### config.mk
export PLATFORM = sky130hd
export DESIGN_NAME = ifetch_queue
export DESIGN_NICKNAME = d
export VERILOG_FILES = /design/src/rtl/ifetch_queue.sv
export SDC_FILE = /design/constraint.sdc
export NUM_CORES = 1
export LEC_CHECK = 0
export CAP_MARGIN = 40
export CORE_MARGIN = 8
export CORE_UTILIZATION = 40
export DETAILED_ROUTE_END_ITERATION = 16
export GPL_TIMING_DRIVEN = 1
export SLEW_MARGIN = 20
export SYNTH_ARGS = -nofsm -noshare
export SYNTH_HDL_FRONTEND = slang
export SYNTH_SLANG_ARGS = --single-unit
export TNS_END_PERCENT = 10
### constraint.sdc
create_clock -name clk1 -period 6.28 [get_ports clk1]
set_input_delay 0.942 -clock clk1 [delete_from_list [all_inputs] [get_ports clk1]]
set_output_delay 0.942 -clock clk1 [all_outputs]
set_load 0.02 [all_outputs]
### src/rtl/ifetch_queue.sv
// Instruction-fetch front end: owns the PC, issues credit-limited fetches to
// instruction memory and buffers in-order responses for decode, with redirect flush.
module ifetch_queue #(
  parameter logic [31:0] RESET_PC = 32'h0000_0000,
  parameter int unsigned DEPTH    = 4
) (
  input  logic        clk1,
  input  logic        rst,
  output logic        imem_req,
  output logic [31:0] imem_addr,
  input  logic        imem_ready,
  input  logic        imem_rvalid,
  input  logic [31:0] imem_rdata,
  input  logic        redirect_valid,
  input  logic [31:0] redirect_pc,
  output logic        if_valid,
  output logic [31:0] if_ir,
  output logic [31:0] if_pc,
  output logic [31:0] if_npc,
  input  logic        id_ready
);

  localparam int unsigned PW = $clog2(DEPTH);
  localparam int unsigned CW = PW + 1;
  localparam logic [CW:0] DepthW = (CW + 1)'(DEPTH);

  typedef enum logic [1:0] {StIdle, StRun, StFlush} state_e;

  state_e          state_q, state_d;
  logic [31:0]     pc_q, pc_d;
  logic [31:0]     resp_pc_q, resp_pc_d;
  logic [CW-1:0]   count_q, count_d;
  logic [CW-1:0]   outstanding_q, outstanding_d;
  logic [CW-1:0]   drop_cnt_q, drop_cnt_d;
  logic [PW-1:0]   head_q, head_d;
  logic [PW-1:0]   tail_q, tail_d;

  logic [31:0]     ir_mem [DEPTH];
  logic [31:0]     pc_mem [DEPTH];

  logic            push, pop, accept, resp_ok;
  logic [CW:0]     inflight;
  logic [CW-1:0]   drop_base;
  logic [31:0]     redirect_aligned;

  assign redirect_aligned = redirect_pc & ~32'h3;
  assign inflight         = {1'b0, count_q} + {1'b0, outstanding_q};
  // Responses with nothing in flight are protocol errors and are dropped silently.
  assign resp_ok          = imem_rvalid && (outstanding_q != '0);
  assign drop_base        = (state_q == StFlush) ? drop_cnt_q : outstanding_q;

  always_comb begin
    state_d       = state_q;
    pc_d          = pc_q;
    resp_pc_d     = resp_pc_q;
    count_d       = count_q;
    outstanding_d = outstanding_q;
    drop_cnt_d    = drop_cnt_q;
    head_d        = head_q;
    tail_d        = tail_q;
    imem_req      = 1'b0;
    accept        = 1'b0;
    push          = 1'b0;
    pop           = 1'b0;

    if (redirect_valid) begin
      pc_d          = redirect_aligned;
      resp_pc_d     = redirect_aligned;
      count_d       = '0;
      head_d        = '0;
      tail_d        = '0;
      outstanding_d = '0;
      // Every request still in flight returns stale data that must be swallowed.
      drop_cnt_d    = drop_base - CW'(imem_rvalid && (drop_base != '0));
      state_d       = (drop_cnt_d != '0) ? StFlush : StRun;
    end else begin
      pop = (count_q != '0) && id_ready;
      unique case (state_q)
        StIdle: state_d = StRun;
        StRun: begin
          imem_req = inflight < DepthW;
          accept   = imem_req && imem_ready;
          push     = resp_ok;
        end
        StFlush: begin
          if (imem_rvalid && (drop_cnt_q != '0)) begin
            drop_cnt_d = drop_cnt_q - CW'(1);
          end
          if (drop_cnt_d == '0) begin
            state_d = StRun;
          end
        end
        default: state_d = StIdle;
      endcase

      if (accept) begin
        pc_d = pc_q + 32'd4;
      end
      if (push) begin
        resp_pc_d = resp_pc_q + 32'd4;
        tail_d    = tail_q + 1'b1;
      end
      if (pop) begin
        head_d = head_q + 1'b1;
      end
      outstanding_d = outstanding_q + CW'(accept) - CW'(push);
      count_d       = count_q + CW'(push) - CW'(pop);
    end
  end

  always_ff @(posedge clk1) begin
    if (rst) begin
      state_q       <= StIdle;
      pc_q          <= RESET_PC;
      resp_pc_q     <= RESET_PC;
      count_q       <= '0;
      outstanding_q <= '0;
      drop_cnt_q    <= '0;
      head_q        <= '0;
      tail_q        <= '0;
    end else begin
      state_q       <= state_d;
      pc_q          <= pc_d;
      resp_pc_q     <= resp_pc_d;
      count_q       <= count_d;
      outstanding_q <= outstanding_d;
      drop_cnt_q    <= drop_cnt_d;
      head_q        <= head_d;
      tail_q        <= tail_d;
    end
  end

  // Storage is reset so the head entry presents the reset-time IR/PC values.
  always_ff @(posedge clk1) begin
    if (rst) begin
      for (int i = 0; i < DEPTH; i++) begin
        ir_mem[i] <= '0;
        pc_mem[i] <= RESET_PC;
      end
    end else if (push) begin
      ir_mem[tail_q] <= imem_rdata;
      pc_mem[tail_q] <= resp_pc_q;
    end
  end

  assign imem_addr = pc_q;
  assign if_valid  = count_q != '0;
  assign if_ir     = ir_mem[head_q];
  assign if_pc     = pc_mem[head_q];
  assign if_npc    = if_pc + 32'd4;

endmodule

==> results.sh <==
export IMPL_outcome="complete, no violations"
export IMPL_hpwl_um=25200
export IMPL_seq_area_frac_synth=0.591
export IMPL_drc=0
export IMPL_final_cell_mix="248 x edfxtp_1, 191 x clkdlybuf4s50_1, 171 x nor2_1, 91 x nand2_1, 85 x inv_1"
export IMPL_dr_total_vias=9999
export IMPL_power_density_nw_per_um2=255
export IMPL_holdCritPathClass="reg -> reg"
export IMPL_synth_warning_count=0
export IMPL_synth_edf_count=248
export IMPL_dr_wl_met3_um=2610
export IMPL_synth_adder_area_share=0.0133
export IMPL_synthMuxAreaShare=0.0947
export IMPL_post_cts_resized=0
export IMPL_clock_sinks=325
export IMPL_yosys_register_bits=325
export IMPL_synth_top_area_frac=0.489
export IMPL_grt_pass1_wl_um=59500
export IMPL_netlist_area_um2=15200
export IMPL_drt_total_wl_um=38200
export IMPL_avgSynthCellArea_um2=12.4
export IMPL_antenna_found_initial=0
export IMPL_worstHoldEndpoint="drop_cnt_q[1]"
export IMPL_portBuffers=191
export IMPL_path_max_fanout=24
export IMPL_drtIter0Drc=489
export IMPL_rows=71
export IMPL_nets=1501
export IMPL_placed_area_um2=17800
export IMPL_arrival_ns=4.04
export IMPL_die_height_um=211
export IMPL_drt_first_pass_iters=4
export IMPL_setup_worst_path_class="reg -> out"
export IMPL_grt_pass1_vias=10400
export IMPL_pre_cts_ws_ns=1.68
export IMPL_ant_nets=0
export IMPL_boundaryPins=200
export IMPL_fill_cells=3374
export IMPL_synth_ff_type="edfxtp_1"
export IMPL_wl_met2_um=17800
export IMPL_synthCells=1227
export IMPL_peakVddDrop_mv=0.132
export IMPL_cts_hold_buffers=0
export IMPL_async_flop_share=0
export IMPL_leakage_nw=6.95
export IMPL_clk_pin_slew_ns=0.06
export IMPL_rr_worst_depth=6
export IMPL_antenna_cells=0
export IMPL_clock_latency_ns=0.51
export IMPL_syn2layout_area_growth_pct=24.2
export IMPL_wl_met1_um=17100
export IMPL_synthSimpleGateAreaFrac=0.149
export IMPL_r2r_end="imem_addr[25]"
export IMPL_crit_required_ns=5.34
export IMPL_post_route_min_period_ns=4.98
export IMPL_grt_setup_unrepaired="false"
export IMPL_cts_made_buffers=36
export IMPL_synth_compound_area_frac=0.0534
export IMPL_die_area_um2=44500
export IMPL_end_kind="output port"
export IMPL_cts_buffer_depth=3
export IMPL_cts_root_buffer="clkbuf_16"
export IMPL_fin_skew_ns=0.0153
export IMPL_hold_start="drop_cnt_q[1]"
export IMPL_fmax_mhz=201
export IMPL_globalRouteOverflowTotal=0
export IMPL_grt_max_degree=88
export IMPL_drv_slew=0
export IMPL_timing_rr_start="outstanding_q[2]"
export IMPL_max_slew_margin_rel=0.463
export IMPL_routedWlPerCell_um=19.6
export IMPL_setup_ws_ns=1.30
export IMPL_cap_viol_max_count=0
export IMPL_tritoncts="done"
export IMPL_synthXorXnorAreaFrac=0.0512
export IMPL_r2r_slack_ns=3.34
export IMPL_layout_commonest_cell="edfxtp_1"
export IMPL_hold_ws_ns=0.493
export IMPL_drive_gt1_frac=0.110
export IMPL_vias_per_cell=5.13
export IMPL_htreeDepth=2
export IMPL_yosys_cell_types_count=60
export IMPL_die_w_um=211
export IMPL_hold_path_depth=2
export IMPL_period_share=0.793
export IMPL_top_layer_used="met4"
export IMPL_finalSetupViolCount=0
export IMPL_core_area_um2=37600
export IMPL_start_util=0.405
export IMPL_multi_input_area_um2=5580
export IMPL_synth_top_family_by_area="simple AND/OR/NAND/NOR gates"
export IMPL_worst_pin_slew_ns=0.799
export IMPL_cts_setup_buffers=0
export IMPL_seqCellArea_um2=8990
export IMPL_hold_viol_final=0
export IMPL_synth_area_leaders="edfxtp_1 49%, dfxtp_1 10%, mux4_2 8.6%"
export IMPL_yosysTopAreaCell="edfxtp_1"
export IMPL_gr_usage_all_layers=0.169
export IMPL_gp_congestion=0.762
export IMPL_cp_start_kind="flip-flop"
export IMPL_finalInstanceArea_um2=18900
==> flip-flops by register name (all words and copies together) (netlist names), 3 cells and up, named ones only <==
signal and flops:
count_q 3, drop_cnt_q 3, imem_addr 30, ir_mem 128
outstanding_q 3, pc_mem 120, resp_pc_q 30
==> cells in the mapped netlist (15+ instances only) <==
| cell type | instances |
|---|---|
| o21a_1 | 31 |
| dfxtp_1 | 77 |
| clkbuf_1 | 38 |
| nand2_1 | 91 |
| nor2_1 | 173 |
| xor2_1 | 25 |
| nor3_1 | 16 |
| xnor2_1 | 64 |
| nor4_1 | 15 |
| inv_1 | 85 |
| edfxtp_1 | 248 |
| a21boi_0 | 47 |
| and2_1 | 53 |
| nand4_1 | 32 |
| mux4_2 | 58 |
| nand3_1 | 27 |
==> critical path, stage by stage (launching register included) <==
cell             delay [ns]
dfxtp_4                0.59
buf_12                 0.28
buf_4                  0.47
mux4_1                 0.74
and4_4                 0.28
and2_4                 0.20
nand4_1                0.14
xnor2_1                0.13
clkdlybuf4s50_1        0.68
==> how the worst max path moves through the flow <==
stage | slack, ns | startpoint | to
2_1_floorplan | -0.46 | imem_rvalid | ir_mem[0][0]
3_3_place_gp | 1.52 | flip-flop | if_npc[12]
3_5_place_dp | 1.68 | flip-flop | if_npc[31]
4_1_cts | 1.15 | flip-flop | if_npc[31]
5_1_grt | 1.05 | flip-flop | if_npc[31]
6_report | 1.30 | flip-flop | if_npc[31]
==> power breakdown <==
part           switching (mW)  internal, mW
sequential             0.0589          2.39
combinational           0.221         0.200
clock                   0.810          1.13
total                    1.09          3.72
==> per-layer routing <==
metal,GRT usage,up-vias
met5,0,-
met4,0.0389,0
met3,0.0335,45
met2,0.278,306
met1,0.230,4899
li1,-,4749
==> cells by family after synthesis <==
logic type | count (synthesis)
multiplexers | 65
AO/OA/AOI/OAI | 110
AND/OR/NAND/NOR | 461
XOR/XNOR | 89
flip-flops | 325
buffers and inverters | 161
other | 1
adder cells (fa/ha/maj) | 15
==> cell type report <==
class | count | share of cell area
Sequential cell | 325 | 0.476
Multi-Input combinational cell | 746 | 0.295
Timing Repair Buffer | 220 | 0.121
Clock buffer | 48 | 0.0517
Tap cell | 511 | 0.0338
Inverter | 87 | 0.0173
Clock inverter | 14 | 0.00490
==> per-stage QoR <==
| step | TNS (ns) | util | instances | total power [mW] |
|---|---|---|---|---|
| after CTS | 0 | 0.502 | 1950 | 4.87 |
| after global placement | 0 | 0.468 | 1878 | 2.91 |
| after floorplan | -84.42 | - | 1232 | 2.71 |
| after detailed placement | 0 | 0.474 | 1888 | 2.92 |
| after global routing | 0 | 0.503 | 1951 | 4.97 |
| final | 0 | 0.503 | 1951 | 4.81 |
Power figures use the tool's default switching activity.
